$ cat src/rtl/mem_port_arbiter.sv
// Arbitrates the shared instruction/data memory port between fetch and data with bounded fetch starvation.
// Latency: request seen in IDLE -> mem_req next cycle -> ready one cycle after mem_rvalid; requesters stall until ready.
module mem_port_arbiter #(
  parameter int MAX_DM_GRANTS = 4,
  parameter int TIMEOUT       = 64
) (
  input  logic        clk,
  input  logic        reset,
  input  logic        if_req,
  input  logic [31:0] if_addr,
  output logic [31:0] if_rdata,
  output logic        if_ready,
  input  logic        dm_req,
  input  logic        dm_we,
  input  logic [31:0] dm_addr,
  input  logic [31:0] dm_wdata,
  input  logic [3:0]  dm_wmask,
  output logic [31:0] dm_rdata,
  output logic        dm_ready,
  output logic        mem_req,
  output logic        mem_we,
  output logic [31:0] mem_addr,
  output logic [31:0] mem_wdata,
  output logic [3:0]  mem_wmask,
  input  logic        mem_gnt,
  input  logic        mem_rvalid,
  input  logic [31:0] mem_rdata,
  output logic        stall_f,
  output logic        stall_m,
  output logic        bus_err
);

  localparam int GW = $clog2(MAX_DM_GRANTS + 1);
  localparam int TW = $clog2(TIMEOUT + 1);
  localparam logic [GW-1:0] GMAX  = GW'(MAX_DM_GRANTS);
  localparam logic [TW-1:0] TLAST = TW'(TIMEOUT - 1);

  typedef enum logic [2:0] {
    IDLE   = 3'd0,
    REQ_I  = 3'd1,
    REQ_D  = 3'd2,
    WAIT_I = 3'd3,
    WAIT_D = 3'd4,
    RESP   = 3'd5
  } state_t;

  state_t        state_q, state_d;
  logic [GW-1:0] gcnt_q, gcnt_d;
  logic [TW-1:0] tcnt_q, tcnt_d;
  logic          abort_q, abort_d;
  logic          mem_req_q, mem_req_d;
  logic          mem_we_q, mem_we_d;
  logic [31:0]   mem_addr_q, mem_addr_d;
  logic [31:0]   mem_wdata_q, mem_wdata_d;
  logic [3:0]    mem_wmask_q, mem_wmask_d;
  logic [31:0]   if_rdata_q, if_rdata_d;
  logic [31:0]   dm_rdata_q, dm_rdata_d;
  logic          if_ready_q, if_ready_d;
  logic          dm_ready_q, dm_ready_d;
  logic          bus_err_q, bus_err_d;

  logic dm_win;
  logic if_win;
  logic tmo;
  logic fetch_live;

  assign dm_win     = dm_req && (!if_req || (gcnt_q < GMAX));
  assign if_win     = if_req && !dm_win;
  assign tmo        = (tcnt_q == TLAST);
  // A fetch that dropped if_req at any point during its transaction is dead even if if_req returns.
  assign fetch_live = if_req && !abort_q;

  always_ff @(posedge clk or posedge reset) begin
    if (reset) begin
      state_q     <= IDLE;
      gcnt_q      <= '0;
      tcnt_q      <= '0;
      abort_q     <= 1'b0;
      mem_req_q   <= 1'b0;
      mem_we_q    <= 1'b0;
      mem_addr_q  <= '0;
      mem_wdata_q <= '0;
      mem_wmask_q <= '0;
      if_rdata_q  <= '0;
      dm_rdata_q  <= '0;
      if_ready_q  <= 1'b0;
      dm_ready_q  <= 1'b0;
      bus_err_q   <= 1'b0;
    end else begin
      state_q     <= state_d;
      gcnt_q      <= gcnt_d;
      tcnt_q      <= tcnt_d;
      abort_q     <= abort_d;
      mem_req_q   <= mem_req_d;
      mem_we_q    <= mem_we_d;
      mem_addr_q  <= mem_addr_d;
      mem_wdata_q <= mem_wdata_d;
      mem_wmask_q <= mem_wmask_d;
      if_rdata_q  <= if_rdata_d;
      dm_rdata_q  <= dm_rdata_d;
      if_ready_q  <= if_ready_d;
      dm_ready_q  <= dm_ready_d;
      bus_err_q   <= bus_err_d;
    end
  end

  always_comb begin
    state_d = state_q;
    case (state_q)
      IDLE: begin
        if (dm_win)      state_d = REQ_D;
        else if (if_win) state_d = REQ_I;
      end
      REQ_I:  if (mem_gnt) state_d = WAIT_I;
      REQ_D:  if (mem_gnt) state_d = WAIT_D;
      WAIT_I: if (mem_rvalid || tmo) state_d = RESP;
      WAIT_D: if (mem_rvalid || tmo) state_d = RESP;
      RESP:   state_d = IDLE;
      default: state_d = IDLE;
    endcase
  end

  always_comb begin
    mem_req_d   = mem_req_q;
    mem_we_d    = mem_we_q;
    mem_addr_d  = mem_addr_q;
    mem_wdata_d = mem_wdata_q;
    mem_wmask_d = mem_wmask_q;
    if_rdata_d  = if_rdata_q;
    dm_rdata_d  = dm_rdata_q;
    if_ready_d  = 1'b0;
    dm_ready_d  = 1'b0;
    bus_err_d   = bus_err_q;
    abort_d     = abort_q;
    tcnt_d      = '0;
    gcnt_d      = if_req ? gcnt_q : '0;
    case (state_q)
      IDLE: begin
        abort_d = 1'b0;
        if (dm_win) begin
          mem_req_d   = 1'b1;
          mem_we_d    = dm_we;
          mem_addr_d  = dm_addr;
          mem_wdata_d = dm_wdata;
          mem_wmask_d = dm_we ? dm_wmask : 4'b0000;
          if (if_req) gcnt_d = gcnt_q + GW'(1);
        end else if (if_win) begin
          mem_req_d   = 1'b1;
          mem_we_d    = 1'b0;
          mem_addr_d  = if_addr;
          mem_wdata_d = '0;
          mem_wmask_d = 4'b0000;
          gcnt_d      = '0;
        end
      end
      REQ_I: begin
        if (!if_req)  abort_d   = 1'b1;
        if (mem_gnt)  mem_req_d = 1'b0;
      end
      REQ_D: begin
        if (mem_gnt) mem_req_d = 1'b0;
      end
      WAIT_I: begin
        if (!if_req) abort_d = 1'b1;
        tcnt_d = tcnt_q + TW'(1);
        if (mem_rvalid) begin
          if (fetch_live) begin
            if_rdata_d = mem_rdata;
            if_ready_d = 1'b1;
          end
        end else if (tmo) begin
          bus_err_d = 1'b1;
          if (fetch_live) begin
            if_rdata_d = '0;
            if_ready_d = 1'b1;
          end
        end
      end
      WAIT_D: begin
        tcnt_d = tcnt_q + TW'(1);
        if (mem_rvalid) begin
          dm_rdata_d = mem_we_q ? 32'h0 : mem_rdata;
          dm_ready_d = 1'b1;
        end else if (tmo) begin
          bus_err_d  = 1'b1;
          dm_rdata_d = '0;
          dm_ready_d = 1'b1;
        end
      end
      default: ;
    endcase
  end

  assign mem_req   = mem_req_q;
  assign mem_we    = mem_we_q;
  assign mem_addr  = mem_addr_q;
  assign mem_wdata = mem_wdata_q;
  assign mem_wmask = mem_wmask_q;
  assign if_rdata  = if_rdata_q;
  assign dm_rdata  = dm_rdata_q;
  assign if_ready  = if_ready_q;
  assign dm_ready  = dm_ready_q;
  assign bus_err   = bus_err_q;
  assign stall_f   = if_req & ~if_ready_q;
  assign stall_m   = dm_req & ~dm_ready_q;

endmodule
$ cat config.mk
export PLATFORM = sky130hd
export DESIGN_NAME = mem_port_arbiter
export DESIGN_NICKNAME = d
export VERILOG_FILES = /design/src/rtl/mem_port_arbiter.sv
export SDC_FILE = /design/constraint.sdc
export NUM_CORES = 1
export LEC_CHECK = 0
export CELL_PAD_IN_SITES_DETAIL_PLACEMENT = 1
export CELL_PAD_IN_SITES_GLOBAL_PLACEMENT = 1
export CORE_MARGIN = 5
export CORE_UTILIZATION = 36
export CTS_CLUSTER_SIZE = 20
export DETAILED_ROUTE_END_ITERATION = 8
export PLACE_DENSITY_LB_ADDON = 0.1
export SLEW_MARGIN = 40
export SYNTH_ARGS = -nofsm -noshare
export SYNTH_HDL_FRONTEND = slang
export SYNTH_SLANG_ARGS = --single-unit
export TNS_END_PERCENT = 10
$ cat constraint.sdc
create_clock -name clk -period 9.9 [get_ports clk]
set_input_delay 1.98 -clock clk [delete_from_list [all_inputs] [get_ports clk]]
set_output_delay 1.98 -clock clk [all_outputs]
set_load 0.005 [all_outputs]
==> qor.csv <==
stage,metric,value,unit
placed_design,place_inst,1129,
sta,slew_viol_final,0,
detailed_routing,dr.first_iter.drc_count,150,
synth,synth.most_common_cell,dfrtp_1,
cts,cts-root-buf,clkbuf_16,
grt,grtUsageTotal,20.62,%
die,dieArea,0.02295,mm^2
sta,rsz0062_at_grt,false,
pwr,power,2738,uW
cts,ctsHoldBuffers,0,
layout,fin_cells,1162,
sta,slew_headroom,52.06,%
layout,antenna_cells,0,
pwr,pwr-share-comb,40.3,%
pwr,p_leak,0.004905,uW
synth,ys.warnings.count,0,
cts,clkLatencyLatePin,420,ps
sta,setup_violations,0,
sta,max_freq,181.7,MHz
detailed_routing,num_vias,5925,
worst_setup_path,criticalPathCategory,input port to output port,
cts,htreeDepth,4,
sta,finalHoldViolCount,0,
synth,synth_top_area_share,52.43,%
synth,syn_nets,766,
layout,fillerInstances,2085,
cts,cts.sinks,151,
pwr,swShare,32.20,%
pwr,ir_drop,0.0001308,V
worst_setup_path,startpoint_type,input port,
die,die_h,151.5,um
pwr,power_frac_clock,23.5,%
cts,cts_resized,0,
worst_setup_path,crit_path_max_fanout,10,
die,rows,51,
synth,async_reset_ff_share,100.0,%
synth,netlist_instances,625,
worst_setup_path,critPathSlowestCell,clkdlybuf4s50_1,
synth,synth_edf_count,0,
pwr,cellPowerDensity,254.5,mW/mm^2
placed_design,portBuffers,277,
worst_setup_path,arrival,3520,ps
worst_setup_path,crit_path_max_incr_delay,810,ps
outcome,outcome,finished clean,
synth,synth_top_flop_cell,dfrtp_1,
die,start_util,36.79,%
grt,grt_start_max_net_pins,85,
cts,tritoncts,yes,
die,fp.dieW,151.5,um
placed_design,dp_hpwl,16.95,mm
detailed_routing,drc,0,
grt,antenna_found_initial,0,
detailed_routing,avgRoutedWirePerCell,20.21,um
synth,ys_ff_latch,151,
pwr,intPower,1856,uW
worst_setup_path,critPathBufInv,2,
sta,tns,0,ps
synth,yosys.area.top_type,dfrtp_1,
synth,synth_cell_types,42,
worst_setup_path,cpMostUsedCell,clkdlybuf4s50_1,
worst_setup_path,cpLargestDelayFamily,buffers and inverters,
grt,grt_overflow_total,0,
cts,clk_pin_slew,70,ps
layout,syn_to_final_growth,49.29,%
worst_setup_path,end_kind,output port,
synth,ys_seq_area_share,52.43,%
cts,clockBufferDepth,2,
die,design.core.area,0.01959,mm^2
worst_hold_path,hold_path.class,register to register,
job,maxCapViolations,0,
detailed_routing,dr.pass1.iters,4,
grt,grt_pass1_wl,36.94,mm
sta,skew,14.72,ps
pwr,power_frac_seq,36.2,%
worst_setup_path,path_cells,clkdlybuf4s50_1 -> nor2b_1 -> clkdlybuf4s50_1,
detailed_routing,viasPerCell,5.099,
pwr,p_sw,881.6,uW
sta,worst_pin_slew,719.1,ps
synth,synthTopCellsByArea,"dfrtp_1 52%, mux2_4 6.7%, inv_1 5.2%",
layout,nets,1025,
synth,synth.avg_cell_area,11.53,um^2
grt,grt_pass1_vias,6809,
worst_setup_path,critPathRequiredTime,7920,ps
die,io_pins,278,
detailed_routing,routed_wl,23.49,mm
sta,min_period_over_period,55.60,%
sta,period_needed,5504,ps
synth,synth_common_cells,"151 x dfrtp_1, 100 x inv_1, 37 x o21ai_0",
layout,drive_gt1_share,12.93,%
placed_design,place.gp.congestion,0.7960,
detailed_routing,ant_nets,0,
synth,synth_area,0.007207,mm^2
cts,cts-buffers-inserted,17,
cts,cts_setup_buffers,0,
==> tightest hold or removal path, cell delays in order (launching register included) <==
cell and delay, ps:
dfrtp_1 340, inv_1 40, o31ai_1 60
==> area by class of cell <==
cell class	count	area (um^2)	area share (%)
Clock buffer	17	425.4	3.954
Multi-Input combinational cell	326	2804	26.06
Clock inverter	15	157.7	1.465
Timing Repair Buffer	288	2878	26.75
Sequential cell	151	3780	35.13
Tap cell	265	331.6	3.082
Inverter	100	382.9	3.559
==> routing by layer <==
metal | routed length (um) | vias to the layer above | GRT usage (%)
met2 | 11310 | 204 | 34.27
met4 | 429 | 0 | 6.065
met5 | 0 | - | 0
met3 | 2178 | 25 | 8.150
li1 | - | 2726 | -
met1 | 9573 | 2970 | 24.81
==> cell families after synthesis <==
kind of cell    after synthesis  share of synthesized area (%)
fa+ha+maj                     2                         0.3472
simple gates                103                          10.00
flops                       151                          52.43
compound gates              153                          16.02
mux                          64                          11.67
xor+xnor                      4                         0.4862
buf+inv                     148                          9.045
==> worst paths after layout <==
check | slack [ps] | to | startpoint | cells past startpoint
max | 4400 | stall_f | if_req | 3
max reg2reg | 7550 | if_rdata[12] | tcnt_q[0] | 5
min | 480 | bus_err | bus_err | 2
min in group asynchronous | 2050 | tcnt_q[0] | reset | 2
max in group asynchronous | 6780 | mem_wmask[3] | reset | 3
min reg2reg | 480 | bus_err | bus_err | 2
==> flip-flops by register name, indices dropped and copies added, names as in the netlist <==
register	count
abort_q	1
bus_err	1
dm_rdata	32
dm_ready	1
gcnt_q	3
if_rdata	32
if_ready	1
mem_addr	32
mem_req	1
mem_wdata	32
mem_we	1
mem_wmask	4
state_q	3
tcnt_q	7
==> power by group through the flow <==
stage	sequential (uW)	combinational [uW]	clock [uW]
final	992	1100	644
after global routing	1020	1200	689
after CTS	993	1120	663
after detailed placement	997	1120	0
after global placement	985	1070	0
after floorplan	959	547	0
==> layout by cell type (no fill, tap or decap), types with 3 or more instances in the layout <==
master	instances
clkinv_4	4
nand3b_1	3
dfrtp_1	150
mux2_4	32
nand4b_1	34
buf_4	6
clkbuf_16	17
buf_6	4
a21boi_0	3
nand2_1	7
nor2b_1	5
nand2b_1	33
o21ai_0	37
a21oi_1	3
nor2_1	6
nand3_1	3
o211ai_1	32
a32o_1	4
inv_8	4
a22o_1	33
clkdlybuf4s50_1	277
mux2_2	32
o221ai_1	32
inv_1	99
inv_6	5
==> through the flow <==
step / util [%] / setup WS (ps) / cell area (um^2) / hold WS, ps
after global placement: 51.64 / 4425 / 10120 / 449.4
after CTS: 54.85 / 4378 / 10750 / 485.6
final: 54.92 / 4396 / 10760 / 477.0
after detailed placement: 51.87 / 4380 / 10160 / 459.1
after global routing: 54.92 / 4323 / 10760 / 501.9
after floorplan: - / 3855 / 7207 / 432.9
Note: power is estimated with default switching activity, not from simulation.
